**config.mk**
```make
export PLATFORM = sky130hd
export DESIGN_NAME = inventory_report_tx_flat
export DESIGN_NICKNAME = d
export VERILOG_FILES = /design/src/rtl/inventory_report_tx_if.sv /design/src/rtl/inventory_report_tx.sv /design/src/flat_wrapper.sv
export SDC_FILE = /design/constraint.sdc
export NUM_CORES = 1
export LEC_CHECK = 0
export ABC_AREA = 1
export CORE_AREA = 5 5 91 93
export DETAILED_ROUTE_END_ITERATION = 16
export DIE_AREA = 0 0 96 98
export PLACE_DENSITY = 0.85
export SLEW_MARGIN = 20
export SYNTH_ARGS = -nofsm -noshare
export SYNTH_HDL_FRONTEND = slang
export SYNTH_SLANG_ARGS = --single-unit
```
**constraint.sdc**
```tcl
create_clock -name clk -period 4.5 [get_ports clk]
set_input_delay 0.675 -clock clk [delete_from_list [all_inputs] [get_ports clk]]
set_output_delay 0.675 -clock clk [all_outputs]
set_load 0.005 [all_outputs]
```
**src/rtl/inventory_report_tx_if.sv**
```systemverilog
// Report-line request/status bundle between the inventory counter and the UART reporter.
interface inventory_report_tx_if;
    logic       start;
    logic [9:0] slot_sel;
    logic [3:0] slot_cnt;
    logic [7:0] total;
    logic       busy;
    logic       done;
    logic       txd;

    // Requester side: issues start and the report fields, observes status and the serial line.
    modport master (
        output start, slot_sel, slot_cnt, total,
        input  busy, done, txd
    );

    // Reporter side: consumes the request, drives status and the serial line.
    modport slave (
        input  start, slot_sel, slot_cnt, total,
        output busy, done, txd
    );
endinterface

```
**src/rtl/inventory_report_tx.sv**
```systemverilog
// UART reporter: latches slot/count/total on start and sends
// "S<slot>=<cnt> T<tens><ones>\r\n" as 8N1, LSB first.
module inventory_report_tx #(
    parameter int unsigned BAUD_DIV = 5208
) (
    input  logic                 clk,
    input  logic                 rst,
    inventory_report_tx_if.slave bus
);

    localparam int unsigned BAUD_W    = 16;
    localparam int unsigned BYTE_W    = 4;
    localparam int unsigned BIT_W     = 3;
    localparam int unsigned N_BYTES   = 10;
    localparam int unsigned N_SLOTS   = 10;
    localparam logic [BAUD_W-1:0] BAUD_LAST = BAUD_W'(BAUD_DIV - 1);
    localparam logic [BYTE_W-1:0] BYTE_LAST = BYTE_W'(N_BYTES - 1);
    localparam logic [BIT_W-1:0]  BIT_LAST  = BIT_W'(7);

    localparam logic [7:0] CH_S     = 8'h53;
    localparam logic [7:0] CH_DASH  = 8'h2D;
    localparam logic [7:0] CH_EQ    = 8'h3D;
    localparam logic [7:0] CH_QUERY = 8'h3F;
    localparam logic [7:0] CH_SPACE = 8'h20;
    localparam logic [7:0] CH_T     = 8'h54;
    localparam logic [7:0] CH_CR    = 8'h0D;
    localparam logic [7:0] CH_LF    = 8'h0A;
    localparam logic [7:0] CH_ZERO  = 8'h30;

    typedef enum logic [1:0] {
        S_IDLE,
        S_START,
        S_DATA,
        S_STOP
    } state_e;

    state_e                   state_q, state_d;
    logic [BAUD_W-1:0]        baud_q, baud_d;
    logic [BIT_W-1:0]         bit_q, bit_d;
    logic [BYTE_W-1:0]        byte_q, byte_d;
    logic [N_BYTES-1:0][7:0]  line_q, line_d;
    logic                     txd_q, txd_d;
    logic                     busy_q, busy_d;
    logic                     done_q, done_d;

    logic [N_BYTES-1:0][7:0]  enc_line;
    logic [7:0]               slot_char;
    logic [7:0]               cnt_char;
    logic [7:0]               tens_char;
    logic [7:0]               ones_char;
    logic [7:0]               tens_v;
    logic [7:0]               ones_v;
    logic [7:0]               cur_byte;
    logic [BIT_W-1:0]         next_bit;
    logic                     bit_end;

    // Encode the live inputs into the ASCII line; captured only on accept.
    always_comb begin
        slot_char = CH_DASH;
        if ($countones(bus.slot_sel) == 1) begin
            for (int k = 0; k < int'(N_SLOTS); k++) begin
                if (bus.slot_sel[k]) begin
                    slot_char = CH_ZERO + 8'(k);
                end
            end
        end

        cnt_char = (bus.slot_cnt > 4'd9) ? CH_QUERY : (CH_ZERO + {4'h0, bus.slot_cnt});

        tens_v    = bus.total / 8'd10;
        ones_v    = bus.total - (tens_v * 8'd10);
        tens_char = CH_ZERO + tens_v;
        ones_char = CH_ZERO + ones_v;
        if (bus.total > 8'd99) begin
            tens_char = CH_QUERY;
            ones_char = CH_QUERY;
        end

        enc_line = {CH_LF, CH_CR, ones_char, tens_char, CH_T, CH_SPACE,
                    cnt_char, CH_EQ, slot_char, CH_S};
    end

    assign cur_byte = line_q[byte_q];
    assign next_bit = bit_q + BIT_W'(1);
    assign bit_end  = (baud_q == BAUD_LAST);

    // Frame sequencing: next state, counters and registered line outputs.
    always_comb begin
        state_d = state_q;
        baud_d  = baud_q;
        bit_d   = bit_q;
        byte_d  = byte_q;
        line_d  = line_q;
        txd_d   = txd_q;
        busy_d  = busy_q;
        done_d  = 1'b0;

        if (state_q != S_IDLE) begin
            baud_d = bit_end ? '0 : (baud_q + BAUD_W'(1));
        end

        case (state_q)
            S_IDLE: begin
                baud_d = '0;
                bit_d  = '0;
                byte_d = '0;
                txd_d  = 1'b1;
                busy_d = 1'b0;
                if (bus.start) begin
                    state_d = S_START;
                    line_d  = enc_line;
                    txd_d   = 1'b0;
                    busy_d  = 1'b1;
                end
            end
            S_START: begin
                if (bit_end) begin
                    state_d = S_DATA;
                    bit_d   = '0;
                    txd_d   = cur_byte[0];
                end
            end
            S_DATA: begin
                if (bit_end) begin
                    if (bit_q == BIT_LAST) begin
                        state_d = S_STOP;
                        txd_d   = 1'b1;
                    end else begin
                        bit_d = next_bit;
                        txd_d = cur_byte[next_bit];
                    end
                end
            end
            S_STOP: begin
                if (bit_end) begin
                    if (byte_q == BYTE_LAST) begin
                        state_d = S_IDLE;
                        byte_d  = '0;
                        busy_d  = 1'b0;
                        done_d  = 1'b1;
                        txd_d   = 1'b1;
                    end else begin
                        state_d = S_START;
                        byte_d  = byte_q + BYTE_W'(1);
                        txd_d   = 1'b0;
                    end
                end
            end
            default: begin
                state_d = S_IDLE;
            end
        endcase
    end

    // State and output registers with synchronous reset; reset aborts any frame.
    always_ff @(posedge clk) begin
        if (rst) begin
            state_q <= S_IDLE;
            baud_q  <= '0;
            bit_q   <= '0;
            byte_q  <= '0;
            line_q  <= '0;
            txd_q   <= 1'b1;
            busy_q  <= 1'b0;
            done_q  <= 1'b0;
        end else begin
            state_q <= state_d;
            baud_q  <= baud_d;
            bit_q   <= bit_d;
            byte_q  <= byte_d;
            line_q  <= line_d;
            txd_q   <= txd_d;
            busy_q  <= busy_d;
            done_q  <= done_d;
        end
    end

    assign bus.txd  = txd_q;
    assign bus.busy = busy_q;
    assign bus.done = done_q;

endmodule
```
**src/flat_wrapper.sv**
```systemverilog
// flat-port wrapper written by rule: the top's interface ports become plain ports
module inventory_report_tx_flat 
#(
    parameter int unsigned BAUD_DIV = 5208
)
  (clk, rst, bus_start, bus_slot_sel, bus_slot_cnt, bus_total, bus_busy, bus_done, bus_txd);
  inventory_report_tx_if bus_i ();
  input  logic clk;
  input  logic rst;
  input wire logic [$bits(bus_i.start)-1:0] bus_start;
  input wire logic [$bits(bus_i.slot_sel)-1:0] bus_slot_sel;
  input wire logic [$bits(bus_i.slot_cnt)-1:0] bus_slot_cnt;
  input wire logic [$bits(bus_i.total)-1:0] bus_total;
  output wire logic [$bits(bus_i.busy)-1:0] bus_busy;
  output wire logic [$bits(bus_i.done)-1:0] bus_done;
  output wire logic [$bits(bus_i.txd)-1:0] bus_txd;
  assign bus_i.start = bus_start;
  assign bus_i.slot_sel = bus_slot_sel;
  assign bus_i.slot_cnt = bus_slot_cnt;
  assign bus_i.total = bus_total;
  assign bus_busy = bus_i.busy;
  assign bus_done = bus_i.done;
  assign bus_txd = bus_i.txd;
  inventory_report_tx #(.BAUD_DIV(BAUD_DIV)) u_core (.clk(clk), .rst(rst), .bus(bus_i));
endmodule
```
==> flow_metrics.env <==
export IMPL_synth_yosys_seq_area_share_pct=27.0
export IMPL_cts_root_buf="clkbuf_8"
export IMPL_seq_area_um2=1040
export IMPL_layoutNonFillerInstCount=713
export IMPL_ant_nets=0
export IMPL_dpl_cell_count=692
export IMPL_die_h_um=98
export IMPL_grt_max_degree=24
export IMPL_grt_pass1_wl_um=16300
export IMPL_overflow=0
export IMPL_wire_per_inst_um=13.1
export IMPL_cts_tree="built"
export IMPL_nets=679
export IMPL_start_util_pct=51.7
export IMPL_hp_class="flop to flop"
export IMPL_reg2reg_to="u_core.line_q[57]$_SDFFE_PP0P_"
export IMPL_r2r_setup_slack_ns=2.13
export IMPL_crit_type="input port to flop"
export IMPL_viasPerCell=5.45
export IMPL_fin_util_pct=63.3
export IMPL_cp_max_fo=4
export IMPL_yosysTopAreaCell="dfxtp_1"
export IMPL_final_common_cell="inv_1"
export IMPL_drv_cap=0
export IMPL_drt_initial_drc_count=331
export IMPL_syn_to_final_growth_pct=22.4
export IMPL_cts_buffer_depth=2
export IMPL_syn_inst=548
export IMPL_drive_gt1_share_pct=15.2
export IMPL_drv_slew=0
export IMPL_worstPathArrival_ns=4.52
export IMPL_hold_slack_ns=0.456
export IMPL_n_fill_cell=660
export IMPL_critical_path_buf_inv_count=19
export IMPL_mostFrequentLayoutCells="inv_1 (99), nand2_1 (78), dfxtp_1 (52), nor2_1 (50), buf_4 (39)"
export IMPL_p_leak_nw=2.12
export IMPL_fin_ws_ns=0.140
export IMPL_rows=32
export IMPL_drt_first_pass_iters=6
export IMPL_grtUsageTotal_pct=20.7
export IMPL_status="completed"
export IMPL_pin_count=28
export IMPL_r2r_start="u_core.state_q[1]$_SDFFE_PP0P_"
export IMPL_finalSetupViolCount=0
export IMPL_multiInputGateArea_um2=2500
export IMPL_power_density_nw_per_um2=418
export IMPL_syn_nets=617
export IMPL_whs_path_depth=2
export IMPL_crit_path_end_kind="flop"
export IMPL_slowest_delay_ns=0.54
export IMPL_synthArstFlopShare_pct=0
export IMPL_peakVddDrop_v=0.000207
export IMPL_ys_types=39
export IMPL_critPathLaunch="bus_total[6]"
export IMPL_start_kind="input port"
export IMPL_max_freq_ghz=0.229
export IMPL_cts_buffers=5
export IMPL_dieArea_um2=9410
export IMPL_synthTopCellsByArea="dfxtp_1 (27%), ha_1 (12%), inv_1 (9.9%)"
export IMPL_antennaDiodeCount=0
export IMPL_postSynthAreaPerCell_um2=7.03
export IMPL_tightest_slew_ns=0.884
export IMPL_synth_edf_count=0
export IMPL_required_ns=4.66
export IMPL_rsz0062_at_grt="false"
export IMPL_drc=0
export IMPL_fin_crit_ns=4.36
export IMPL_port_buffers=27
export IMPL_crit_top_cell="buf_4"
export IMPL_hold_viol=0
export IMPL_dp_slack_ns=-0.769
export IMPL_die_x_um=96
export IMPL_max_slew_margin_pct=40.9
export IMPL_htree_levels=2
export IMPL_netlist_area_um2=3850
export IMPL_ys_seq_elements=52
export IMPL_dp_hpwl_um=6910
export IMPL_place_congestion=0.921
export IMPL_synthFlopType="dfxtp_1"
export IMPL_yosys_warnings=0
export IMPL_worstHoldEndpoint="u_core.line_q[54]$_SDFFE_PP0P_"
export IMPL_r2r_cells=10
export IMPL_wirelength_um=9370
export IMPL_post_synth_top_area_fraction_pct=27.0
export IMPL_dr_total_vias=3889
export IMPL_grt_pass1_vias=3789
export IMPL_min_delay_start="u_core.line_q[54]$_SDFFE_PP0P_"
export IMPL_cpMaxStageDelayCell="fa_1"
export IMPL_clk_pin_slew_ns=0.10
export IMPL_cp_top_family="buffers and inverters"
export IMPL_antenna_found_initial=0
export IMPL_clkLatencyLatePin_ns=0.32
export IMPL_core_area_um2=7450
export IMPL_period_share_pct=96.9
export IMPL_clock_skew_ns=0.0108
export IMPL_cts_sinks=52
[how the worst max path moves through the flow]
stage	to	slack (ns)	cells past startpoint
floorplan	u_core.line_q[63]$_SDFFE_PP0P_	0.15	28
global placement	u_core.line_q[63]$_SDFFE_PP0P_	-0.44	32
detailed placement	u_core.line_q[63]$_SDFFE_PP0P_	-0.77	32
CTS	u_core.line_q[63]$_SDFFE_PP0P_	0.02	31
global route	u_core.line_q[61]$_SDFFE_PP0P_	0.007	27
finish	u_core.line_q[61]$_SDFFE_PP0P_	0.14	27
[tightest hold or removal path, cell delays in order (launching register included)]
cell and delay, ns:
dfxtp_1 0.31, inv_1 0.06, nor3_1 0.05
[through the flow]
stage          total power [mW]  cell area, µm²  setup TNS [ns]
6_report                   1.97            4710               0
5_1_grt                    2.14            4710               0
4_1_cts                    1.90            4650               0
3_5_place_dp               1.58            4400           -2.32
3_3_place_gp               1.53            4400           -1.18
2_1_floorplan              1.28            3850               0
[where the power goes]
group | switching, mW | internal [mW] | total, mW
clock | 0.171 | 0.115 | 0.286
sequential | 0.0708 | 0.546 | 0.616
combinational | 0.605 | 0.461 | 1.07
[registers in the layout (all words and copies together), names as in the netlist]
name,flops
u_core.line_q,24
u_core.baud_q,16
u_core.byte_q,4
u_core.bit_q,3
u_core.state_q,2
u_core.bus.busy,1
u_core.bus.done,1
u_core.bus.txd,1
[synthesized netlist by cell type, types with 3 or more instances]
| library cell | count |
|---|---|
| inv_1 | 102 |
| nand2_1 | 85 |
| dfxtp_1 | 52 |
| nor2_1 | 50 |
| a21oi_1 | 38 |
| ha_1 | 36 |
| nand3_1 | 31 |
| o21ai_0 | 25 |
| nor3_1 | 13 |
| nand4_1 | 10 |
| clkbuf_1 | 9 |
| o221ai_1 | 9 |
| fa_1 | 8 |
| nor4_1 | 8 |
| xor2_1 | 7 |
| a221oi_1 | 6 |
| inv_2 | 5 |
| nand2_2 | 5 |
| nand3_2 | 5 |
| o211ai_1 | 5 |
| a211oi_1 | 4 |
| a21oi_2 | 3 |
| a22oi_1 | 3 |
| nand2_4 | 3 |
| o21a_1 | 3 |
| o21ai_1 | 3 |
| o21bai_1 | 3 |
[layout make-up]
class / count / share of cell area, %
clock inverters: 3 / 0.584
clock buffers: 5 / 1.46
flip-flops and latches: 52 / 22.1
repair buffers: 66 / 11.6
well taps: 102 / 2.71
inverters: 107 / 8.52
multi-input cells: 378 / 53.0
[timing repair]
| item | 4_1_cts | 5_1_grt |
|---|---|---|
| hold buffers | 0 | 0 |
| setup buffers | 13 | 0 |
| pin swaps | 10 | 13 |
| endpoints found under the setup margin | 3 | 3 |
| resized for setup | 18 | 22 |
[cell families after synthesis]
| family | after synthesis | synth area share (%) |
|---|---|---|
| AO/OA/AOI/OAI | 112 | 18.1 |
| buffers and inverters | 118 | 11.6 |
| XOR/XNOR | 9 | 2.05 |
| flip-flops | 52 | 27.0 |
| AND/OR/NAND/NOR | 213 | 25.3 |
| adder cells (fa/ha/maj) | 44 | 15.9 |
[per-layer routing]
| layer | part of all wire, % | up-vias | wire length [µm] | track usage [%] |
|---|---|---|---|---|
| li1 | - | 1943 | - | - |
| met1 | 42 | 1797 | 3960 | 26.1 |
| met2 | 51 | 130 | 4750 | 36.1 |
| met3 | 5.2 | 19 | 490 | 3.24 |
| met4 | 1.8 | 0 | 167 | 5.25 |
| met5 | 0 | - | 0 | 0 |
(Power assumes the default switching activity.)
